### src/rtl/hp_mul_pkg.sv
// Shared types and constants for the FP16 multiply sequencer.
// Operand layout, FSM encodings, exception codes and special-operand classifiers.
package hp_mul_pkg;

    localparam int EXP_W       = 5;
    localparam int MAN_W       = 10;
    localparam int ACC_W       = 26;
    localparam int M_W         = 13;
    localparam int BOOTH_STEPS = 6;

    typedef struct packed {
        logic             sign;
        logic [EXP_W-1:0] exp;
        logic [MAN_W-1:0] man;
    } hp_t;

    localparam logic [1:0] EXC_NONE    = 2'b00;
    localparam logic [1:0] EXC_OVF     = 2'b01;
    localparam logic [1:0] EXC_UNF     = 2'b10;
    localparam logic [1:0] EXC_INVALID = 2'b11;

    localparam logic [2:0] IDLE  = 3'd0;
    localparam logic [2:0] CHECK = 3'd1;
    localparam logic [2:0] BOOTH = 3'd2;
    localparam logic [2:0] NORM  = 3'd3;
    localparam logic [2:0] HOLD  = 3'd4;

    // Inf/NaN or denormal operands are rejected rather than computed.
    function automatic logic is_special(input hp_t x);
        return (x.exp == '1) || ((x.exp == '0) && (x.man != '0));
    endfunction

    function automatic logic is_zero(input hp_t x);
        return (x.exp == '0) && (x.man == '0);
    endfunction

endpackage

### src/rtl/hp_mul_booth_step.sv
// One radix-4 Booth step: add the recoded multiple of M into the upper field, then shift right by 2.
// Latency: combinational. Backpressure: none, the caller sequences it.
// Recoding window is acc_in[2:0].
module hp_booth_step
    import hp_mul_pkg::*;
(
    input  logic [ACC_W-1:0] acc_in,
    input  logic [M_W-1:0]   m,
    output logic [ACC_W-1:0] acc_out
);

    logic [M_W-1:0] m2;
    logic [M_W-1:0] addend;
    logic [M_W-1:0] sum;

    assign m2 = {m[M_W-2:0], 1'b0};

    always_comb begin
        addend = '0;
        case (acc_in[2:0])
            3'b001, 3'b010: addend = m;
            3'b011:         addend = m2;
            3'b100:         addend = M_W'(0) - m2;
            3'b101, 3'b110: addend = M_W'(0) - m;
            default:        addend = '0;
        endcase
    end

    assign sum     = acc_in[ACC_W-1 -: M_W] + addend;
    assign acc_out = {sum[M_W-1], sum[M_W-1], sum, acc_in[ACC_W-M_W-1:2]};

endmodule

### src/rtl/hp_mul_seq_ctrl.sv
// FP16 multiply sequencer: classify, 6-step radix-4 Booth, normalise/range-check, hold result.
// Latency: 2 cycles for special operands, 9 for normal ones. Result held until out_ready; new pair accepted on the consume edge.
// Optional HP_MUL_ROUND_EN: round-to-nearest-even in NORM instead of truncation.
module hp_mul_seq_ctrl
    import hp_mul_pkg::*;
#(
    parameter int          EXP_BIAS        = 15,
    parameter logic [15:0] INVALID_PAYLOAD = 16'h7E00
) (
    input  logic        clk,
    input  logic        rst_n,
    input  logic        in_valid,
    output logic        in_ready,
    input  logic [15:0] hp_inA,
    input  logic [15:0] hp_inB,
    output logic        out_valid,
    input  logic        out_ready,
    output logic [15:0] hp_product,
    output logic [1:0]  Exceptions,
    output logic        busy
);

    logic [2:0]        state_q;
    hp_t               op_a_q, op_b_q;
    logic              sign_q;
    logic signed [6:0] exp_q;
    logic [M_W-1:0]    m_q;
    logic [ACC_W-1:0]  acc_q, acc_next;
    logic [2:0]        cnt_q;
    logic [15:0]       res_q;
    logic [1:0]        exc_q;

    logic              accept;
    logic signed [6:0] exp_sum;
    logic [21:0]       p;
    logic [MAN_W-1:0]  norm_man;
    logic signed [6:0] norm_exp;
    logic [15:0]       norm_res;
    logic [1:0]        norm_exc;
    logic              unused_acc_bits;

    assign in_ready   = (state_q == IDLE) || ((state_q == HOLD) && out_ready);
    assign accept     = in_valid && in_ready;
    assign out_valid  = (state_q == HOLD);
    assign busy       = (state_q != IDLE);
    assign hp_product = res_q;
    assign Exceptions = exc_q;

    assign exp_sum = 7'({2'b00, op_a_q.exp}) + 7'({2'b00, op_b_q.exp}) - 7'(EXP_BIAS);

    hp_booth_step u_booth_step (
        .acc_in  (acc_q),
        .m       (m_q),
        .acc_out (acc_next)
    );

    // After six steps the 22-bit mantissa product sits just above the Booth guard bit.
    assign p               = acc_q[22:1];
    assign unused_acc_bits = ^{acc_q[25:23], acc_q[0]};

    always_comb begin
        norm_man = '0;
        norm_exp = exp_q;
        if (p[21]) begin
            norm_man = p[20:11];
            norm_exp = exp_q + 7'sd1;
        end else begin
            norm_man = p[19:10];
        end
`ifdef HP_MUL_ROUND_EN
        begin
            logic guard_bit;
            logic sticky_bit;
            guard_bit  = p[21] ? p[10] : p[9];
            sticky_bit = p[21] ? (|p[9:0]) : (|p[8:0]);
            if (guard_bit && (sticky_bit || norm_man[0])) begin
                if (&norm_man) begin
                    norm_man = '0;
                    norm_exp = norm_exp + 7'sd1;
                end else begin
                    norm_man = norm_man + 1'b1;
                end
            end
        end
`endif
        if (norm_exp > 7'sd30) begin
            norm_exc = EXC_OVF;
            norm_res = INVALID_PAYLOAD;
        end else if (norm_exp < 7'sd1) begin
            norm_exc = EXC_UNF;
            norm_res = INVALID_PAYLOAD;
        end else begin
            norm_exc = EXC_NONE;
            norm_res = {sign_q, norm_exp[4:0], norm_man};
        end
    end

    always_ff @(posedge clk or negedge rst_n) begin
        if (!rst_n) begin
            state_q <= IDLE;
            op_a_q  <= '0;
            op_b_q  <= '0;
            sign_q  <= 1'b0;
            exp_q   <= '0;
            m_q     <= '0;
            acc_q   <= '0;
            cnt_q   <= '0;
            res_q   <= '0;
            exc_q   <= EXC_NONE;
        end else begin
            if (accept) begin
                op_a_q <= hp_t'(hp_inA);
                op_b_q <= hp_t'(hp_inB);
            end
            case (state_q)
                IDLE: begin
                    if (accept) state_q <= CHECK;
                end
                CHECK: begin
                    if (is_special(op_a_q) || is_special(op_b_q)) begin
                        exc_q   <= EXC_INVALID;
                        res_q   <= INVALID_PAYLOAD;
                        state_q <= HOLD;
                    end else if (is_zero(op_a_q) || is_zero(op_b_q)) begin
                        exc_q   <= EXC_NONE;
                        res_q   <= 16'h0000;
                        state_q <= HOLD;
                    end else begin
                        sign_q  <= op_a_q.sign ^ op_b_q.sign;
                        exp_q   <= exp_sum;
                        m_q     <= {3'b001, op_a_q.man};
                        acc_q   <= {13'b0, 2'b01, op_b_q.man, 1'b0};
                        cnt_q   <= '0;
                        state_q <= BOOTH;
                    end
                end
                BOOTH: begin
                    acc_q <= acc_next;
                    cnt_q <= cnt_q + 3'd1;
                    if (cnt_q == 3'(BOOTH_STEPS - 1)) state_q <= NORM;
                end
                NORM: begin
                    res_q   <= norm_res;
                    exc_q   <= norm_exc;
                    state_q <= HOLD;
                end
                HOLD: begin
                    if (out_ready) state_q <= accept ? CHECK : IDLE;
                end
                default: state_q <= IDLE;
            endcase
        end
    end

endmodule

### config.mk
export PLATFORM = sky130hd
export DESIGN_NAME = hp_mul_seq_ctrl
export DESIGN_NICKNAME = d
export VERILOG_FILES = /design/src/rtl/hp_mul_pkg.sv /design/src/rtl/hp_mul_booth_step.sv /design/src/rtl/hp_mul_seq_ctrl.sv
export SDC_FILE = /design/constraint.sdc
export NUM_CORES = 1
export LEC_CHECK = 0
export CORE_ASPECT_RATIO = 1.1
export CORE_MARGIN = 1
export CORE_UTILIZATION = 58
export DETAILED_ROUTE_END_ITERATION = 10
export GPL_ROUTABILITY_DRIVEN = 0
export PLACE_DENSITY = 0.81
export SLEW_MARGIN = 20
export SYNTH_ARGS = -nofsm -noshare
export SYNTH_HDL_FRONTEND = slang
export SYNTH_SLANG_ARGS = --single-unit
export TNS_END_PERCENT = 5
### constraint.sdc
create_clock -name clk -period 5 [get_ports clk]
set_clock_uncertainty 0.1 [all_clocks]
set_input_delay 1 -clock clk [delete_from_list [all_inputs] [get_ports clk]]
set_output_delay 1 -clock clk [all_outputs]
set_load 0.02 [all_outputs]
== After elaboration in Yosys (flattened, before gate mapping) ==
Index checks and enable logic that the tools add are counted.

* Bits in registers: 101
* Bits of input ports: 36
* Word-level logic and storage cells: 98
* Output and inout bits: 21

* Bitwise gates (word level): 3
* Eq/ne operators: 19
* Reduce and logical (&&, ||, !) cells: 27
* Add/sub/neg operators: 7
* Multiplexer cells: 26
* Order comparisons: 2

{| class="wikitable"
|+ Operator list
! cell !! count
|-
| 16-bit two-way mux || 4
|-
| 26-bit two-way mux || 2
|-
| 13-bit case mux with 4 select lines || 1
|-
| 26-bit case mux with 2 select lines || 1
|-
| 16-bit case mux with 2 select lines || 1
|-
| 3-bit two-way mux || 7
|-
| 10-bit zero test || 2
|-
| 10-bit nonzero test || 2
|-
| 3-bit == test (second input constant) || 5
|-
| 3-bit case mux with 5 select lines || 1
|-
| 13-bit adder || 1
|-
| 1-bit by 12-bit subtractor with 13-bit output (first input constant) || 1
|-
| 3-bit by 2-bit == test with 1-bit output (second input constant) || 4
|-
| 1-bit by 11-bit subtractor with 12-bit output (first input constant) || 1
|-
| 5-bit == test (second input constant) || 2
|-
| 5-bit zero test || 2
|-
| 10-bit two-way mux || 1
|-
| 3-bit AND reduction || 3
|-
| 2-bit two-way mux || 4
|-
| 2-bit != test (second input constant) || 4
|-
| 7-bit by 2-bit adder with 7-bit output (second input constant) || 1
|-
| 7-bit by 6-bit greater-than comparator with 1-bit output (second input constant) || 1
|-
| 7-bit by 2-bit less-than comparator with 1-bit output (second input constant) || 1
|-
| 7-bit two-way mux || 1
|-
| other kinds (18) || 31
|}

== Logic depth before layout (Yosys ltp) ==
* Depth in word-level cells: 7
* Depth in mapped cells: 15
* Mapped depth without buffers: 15

== Cells and area by module ==
A second synthesis with hierarchy kept.

* Cells, all modules: 640
* Area, all modules: 6180.9 um^2

{| class="wikitable"
|+ Modules (own cells, without submodules)
! module !! area an instance (um^2) !! times used !! cells an instance
|-
| hp_mul_seq_ctrl || 4778.3 || 1 || 439
|-
| hp_booth_step || 1402.6 || 1 || 201
|}

== Least setup slack after synthesis ==
No wires, ideal clock.

* Kind: register -> register
* Start: reg m_q[0]
* End: reg acc_q[22]
* Path buffers: 0
* Library setup time: 0.134 ns
* Path slack: 1.344 ns
* Period minus slack after synthesis: 3.656 ns
* Data required time: 4.766 ns
* Data arrival time: 3.422 ns
* Cell stages (with the launch flop): 16
* Path through: dfrtp_1 inv_1 ha_1 nor3b_1 nand2_1 or3_1 a21o_1 a211o_1 o22ai_1 ha_1 a21o_1 a21o_1 a22o_1 a211oi_1 xor2_1 o21ai_0

* Word-level cells in the longest chain between the ends: 4

{| class="wikitable"
|+ RTL lines
! item !! line !! text
|-
| from (decl) || hp_mul_seq_ctrl.sv:27 || <nowiki>logic [M_W-1:0] m_q;</nowiki>
|-
| from (signal assigned) || hp_mul_seq_ctrl.sv:131 || <nowiki>m_q <= {3'b001, op_a_q.man};</nowiki>
|-
| 1-bit by 12-bit subtractor with 13-bit output / 1-bit by 11-bit subtractor with 12-bit output (equally long branches) || hp_mul_booth_step.sv:23, hp_mul_booth_step.sv:24 ||
|-
| 13-bit case mux with 4 select lines (*) || hp_mul_booth_step.sv:20 || <nowiki>case (acc_in[2:0])</nowiki>
|-
| 13-bit adder (*) || hp_mul_booth_step.sv:29 || <nowiki>assign sum = acc_in[ACC_W-1 -: M_W] + addend;</nowiki>
|-
| 26-bit case mux with 2 select lines (*) || hp_mul_seq_ctrl.sv:115 || <nowiki>case (state_q)</nowiki>
|-
| to (signal assigned) || hp_mul_seq_ctrl.sv:132 || <nowiki>acc_q <= {13'b0, 2'b01, op_b_q.man, 1'b0};</nowiki>
|-
| to (signal assigned) || hp_mul_seq_ctrl.sv:138 || <nowiki>acc_q <= acc_next;</nowiki>
|-
| to (decl) || hp_mul_seq_ctrl.sv:28 || <nowiki>logic [ACC_W-1:0] acc_q, acc_next;</nowiki>
|}

Every way passes the cells marked *; elsewhere a longest branch is shown, timed or not.
A chain may end at the register's enable or synchronous reset.

== Worst setup path after layout ==
Same ends and word-level chain as after synthesis.

==> impl_results.md <==
* Transition at the pin with the smallest max-transition slack at between 900 and 1000 ps
* EDFF count, synth at 0
* Share of layout cells above drive strength 1 at 0.116
* Total number of vias at 4617
* Share of cell area taken by muxes after synthesis at 0.120
* Finished Layout Cells at 754
* Max-slew violation count at 0
* Cells after DPL at 738
* Per-cell routed wire length at 16.0 microns
* Chip Width at 97.3 microns
* Overall fraction of global-route tracks in use at 0.244
* P_int at 2.58 mW
* CP max FO at 5
* Port Buffers at between 50 and 60
* Total overflow reported by the global router at 0
* DRC Markers at 0
* Top_reg_cell synth: sky130_fd_sc_hd__dfrtp_1
* Highest attainable clock frequency at 0.247 GHz
* Clock Tree Buf Depth at 2
* Critical path launch point type: register
* Sw frac at 0.438
* Die Outline Area at 10400 sq um
* Number of failing setup endpoints in the final timing report at 0
* Sequential area share after synthesis at 0.428
* Cell Pwr Density at between 600 and 700 nW/um^2
* Worst hold path type: register to register
* Count of maximum capacitance violations at 0
* Post-detailed-route count of antenna-violating nets at 0
* Capturing element type of the critical path: register
* Final critical path time including I/O delays and setup at between 4000 and 5000 ps
* Post-cts hold buffer count at 0
* Total number of H-tree levels at 3
* Max-slew headroom at the worst pin at 0.345
* Gate count after technology mapping at a little under 600
* Chip height at 107 microns
* RSZ-0062 raised after global routing: no
* Area Overhead vs Synth at 13.7%
* Dominant combinational cell family by area after synthesis: compound AO/OA/AOI/OAI gates
* Post-detailed-routing wire length at 12000 microns
* Number of synthesized register bits at 99
* Startpoint-to-endpoint class of the critical path: register to register
* Clock Pin Slew Worst Setup and Hold Paths at 90 ps
* Leak pwr at around 2.9 nW
* Clock insertion delay at the later pin of the skew report at approximately 370 ps
* Initial core utilization at 0.607
* Area of the mapped netlist at 5790 sq um
* Count of routing violations after the opening detailed-route iteration at 291
* Post-CTS setup repair buffer count at 0
* # fillers at 728
* Sequential fraction of design power at 0.354
* Area inside the core boundary at 9540 sq um
* Final clock period utilization by the worst path at 0.811
* Worst-case vdd ir drop at 0.000282 V
* Async set-or-reset flop fraction in the synthesized netlist at 1.00
* Global-route wire length before repair at 20500 microns
* Count of cells along the worst register-to-register path at 15
* Antenna violations before repair at 0
* Inserted Clock Buffers at 9
* Post-detail-place hpwl at 8970 microns
* Setup TNS after final layout at 0 ps
* XOR/XNOR Fraction of Synth Area at 0.0484
* Largest net degree at the start of global routing at between 60 and 70
* Combinational Power Share at 0.536
* Endpoint arrival time on the critical path at 4190 ps
* Synth Area in Compound Gates at 0.157
* Fraction of the mapped netlist area in simple logic gates at 0.148
* Commonest non-fill, non-tap cells in the layout: sky130_fd_sc_hd__dfrtp_1, sky130_fd_sc_hd__o21ai_0, sky130_fd_sc_hd__nand2_1, sky130_fd_sc_hd__clkdlybuf4s50_1, sky130_fd_sc_hd__mux2_2
* Critical path data required time at roughly 5000 ps
* Clock tree root driver cell: sky130_fd_sc_hd__clkbuf_8
* Router iterations before antenna repair at 4
* Total of warnings raised by yosys at 0
* Top-Level Pins at 57
* Clock group share of total power at 0.110
* Num Clock Sinks at 99
* Synth Net Count at ~660
* Unique cell type count in the Yosys netlist at 60
* Status: complete, no violations
* Clock tree from TritonCTS: built
* Nets at 695
* Most common library cell in the layout ignoring fill and taps: sky130_fd_sc_hd__dfrtp_1
* Post-synthesis adder-cell area fraction at 0.0609
* Depth of the worst hold-timing path at 2
* Syn avg cell area at 9.74 sq um
* Final count of hold timing violations at 0
* Quantity of gates resized following cts at 0
* Vias in the first global route at 4437
* Net switching power of the design at approximately 2.0 mW
* Cell row count at 37
* Vias per inst at 6.12
* Antenna Diode Count at 0
## final cells by class
type / count / area [sq um] / share of cell area
Multi-Input combinational cell: 441 / 3110 / 0.472
Sequential cell: 99 / 2480 / 0.376
Timing Repair Buffer: 59 / 581 / 0.0881
Tap cell: 117 / 146 / 0.0222
Clock buffer: 10 / 128 / 0.0194
Inverter: 22 / 82.6 / 0.0125
Clock inverter: 6 / 66.3 / 0.0101
## layer usage
metal / GRT usage / routed length, microns / vias to the layer above
li1: - / - / 2215
met1: 0.300 / 5130 / 2214
met2: 0.423 / 5990 / 152
met3: 0.0313 / 526 / 36
met4: 0.131 / 380 / 0
met5: 0 / 0 / -
## flip-flops by register name (all words and copies together) (netlist names)
signal	cells
op_a_q	16
cnt_q	3
sign_q	1
m_q	11
state_q	3
hp_product	16
op_b_q	16
acc_q	24
Exceptions	2
exp_q	7
## cells by family (layout without fill, tap and decap cells)
group,after synthesis,count (layout)
buffers and inverters,55,97
xor gates and xnor gates,32,32
AOI/OAI and AO/OA,144,144
and+or+nand+nor,174,174
muxes,64,64
DFF,99,99
adders and majority gates,27,27
## worst max-delay path, stage by stage (launching register included)
cell,delay [ps]
sky130_fd_sc_hd__dfrtp_1,410
sky130_fd_sc_hd__inv_1,90
sky130_fd_sc_hd__ha_1,220
sky130_fd_sc_hd__nor3b_1,460
sky130_fd_sc_hd__nand2_1,170
sky130_fd_sc_hd__or3_1,400
sky130_fd_sc_hd__a21o_1,200
sky130_fd_sc_hd__a211o_1,280
sky130_fd_sc_hd__o22ai_1,180
sky130_fd_sc_hd__ha_1,330
sky130_fd_sc_hd__a21o_1,190
sky130_fd_sc_hd__a21o_1,170
sky130_fd_sc_hd__a22o_1,220
sky130_fd_sc_hd__a211oi_1,250
sky130_fd_sc_hd__xor2_1,160
sky130_fd_sc_hd__o21ai_0,80
## cells in the mapped netlist (all sizes together) (2+ instances only)
master | n | area share
dfrtp | 99 | 0.43
o21ai | 57 | 0.049
nand2 | 56 | 0.036
mux2 | 45 | 0.087
nor2 | 34 | 0.022
ha | 25 | 0.054
a21oi | 23 | 0.020
clkbuf | 23 | 0.015
nand3 | 23 | 0.020
inv | 22 | 0.014
mux2i | 19 | 0.033
xor2 | 17 | 0.026
xnor2 | 15 | 0.023
a21o | 10 | 0.013
buf | 10 | 0.0091
nand2b | 10 | 0.011
nor4 | 9 | 0.0097
a211oi | 7 | 0.0091
a31oi | 7 | 0.0076
nand4 | 6 | 0.0065
nor3 | 6 | 0.0052
or3 | 6 | 0.0065
a221oi | 5 | 0.0076
a22oi | 5 | 0.0065
nor2b | 4 | 0.0043
o211ai | 4 | 0.0060
o21a | 4 | 0.0052
o22ai | 4 | 0.0043
or4 | 4 | 0.0058
and2 | 3 | 0.0032
nor3b | 3 | 0.0039
a31o | 2 | 0.0030
fa | 2 | 0.0069
nand3b | 2 | 0.0026
nand4b | 2 | 0.0030
o21bai | 2 | 0.0026
o311ai | 2 | 0.0043
o41ai | 2 | 0.0030
or2 | 2 | 0.0022
## power groups by stage
stage | registers, mW | clock network, mW | logic (mW)
after floorplan | 1.47 | 0 | 1.95
after global placement | 1.59 | 0 | 2.33
after detailed placement | 1.63 | 0 | 2.44
after CTS | 1.61 | 0.518 | 2.46
after global routing | 1.69 | 0.553 | 2.73
final | 1.63 | 0.507 | 2.46
## metrics by stage
stage	worst slack (ps)	cell area [sq um]	power, mW	hold WS (ps)	utilization
after floorplan	1340	5790	3.43	350	-
after global placement	1120	6390	3.92	364	0.670
after detailed placement	994	6390	4.07	369	0.670
after CTS	991	6580	4.59	390	0.690
after global routing	767	6590	4.97	415	0.691
final	947	6590	4.59	383	0.691
## final timing paths
check	startpoint	endpoint	slack (ps)
worst min register to register	hp_product[15]	hp_product[15]	380
worst max register to register	m_q[0]	acc_q[22]	950
worst max-delay path	m_q[0]	acc_q[22]	950
max in group asynchronous	rst_n	hp_product[7]	3220
min in group asynchronous	rst_n	exp_q[4]	610
worst min-delay path	hp_product[15]	hp_product[15]	380
(Power assumes the default switching activity.)
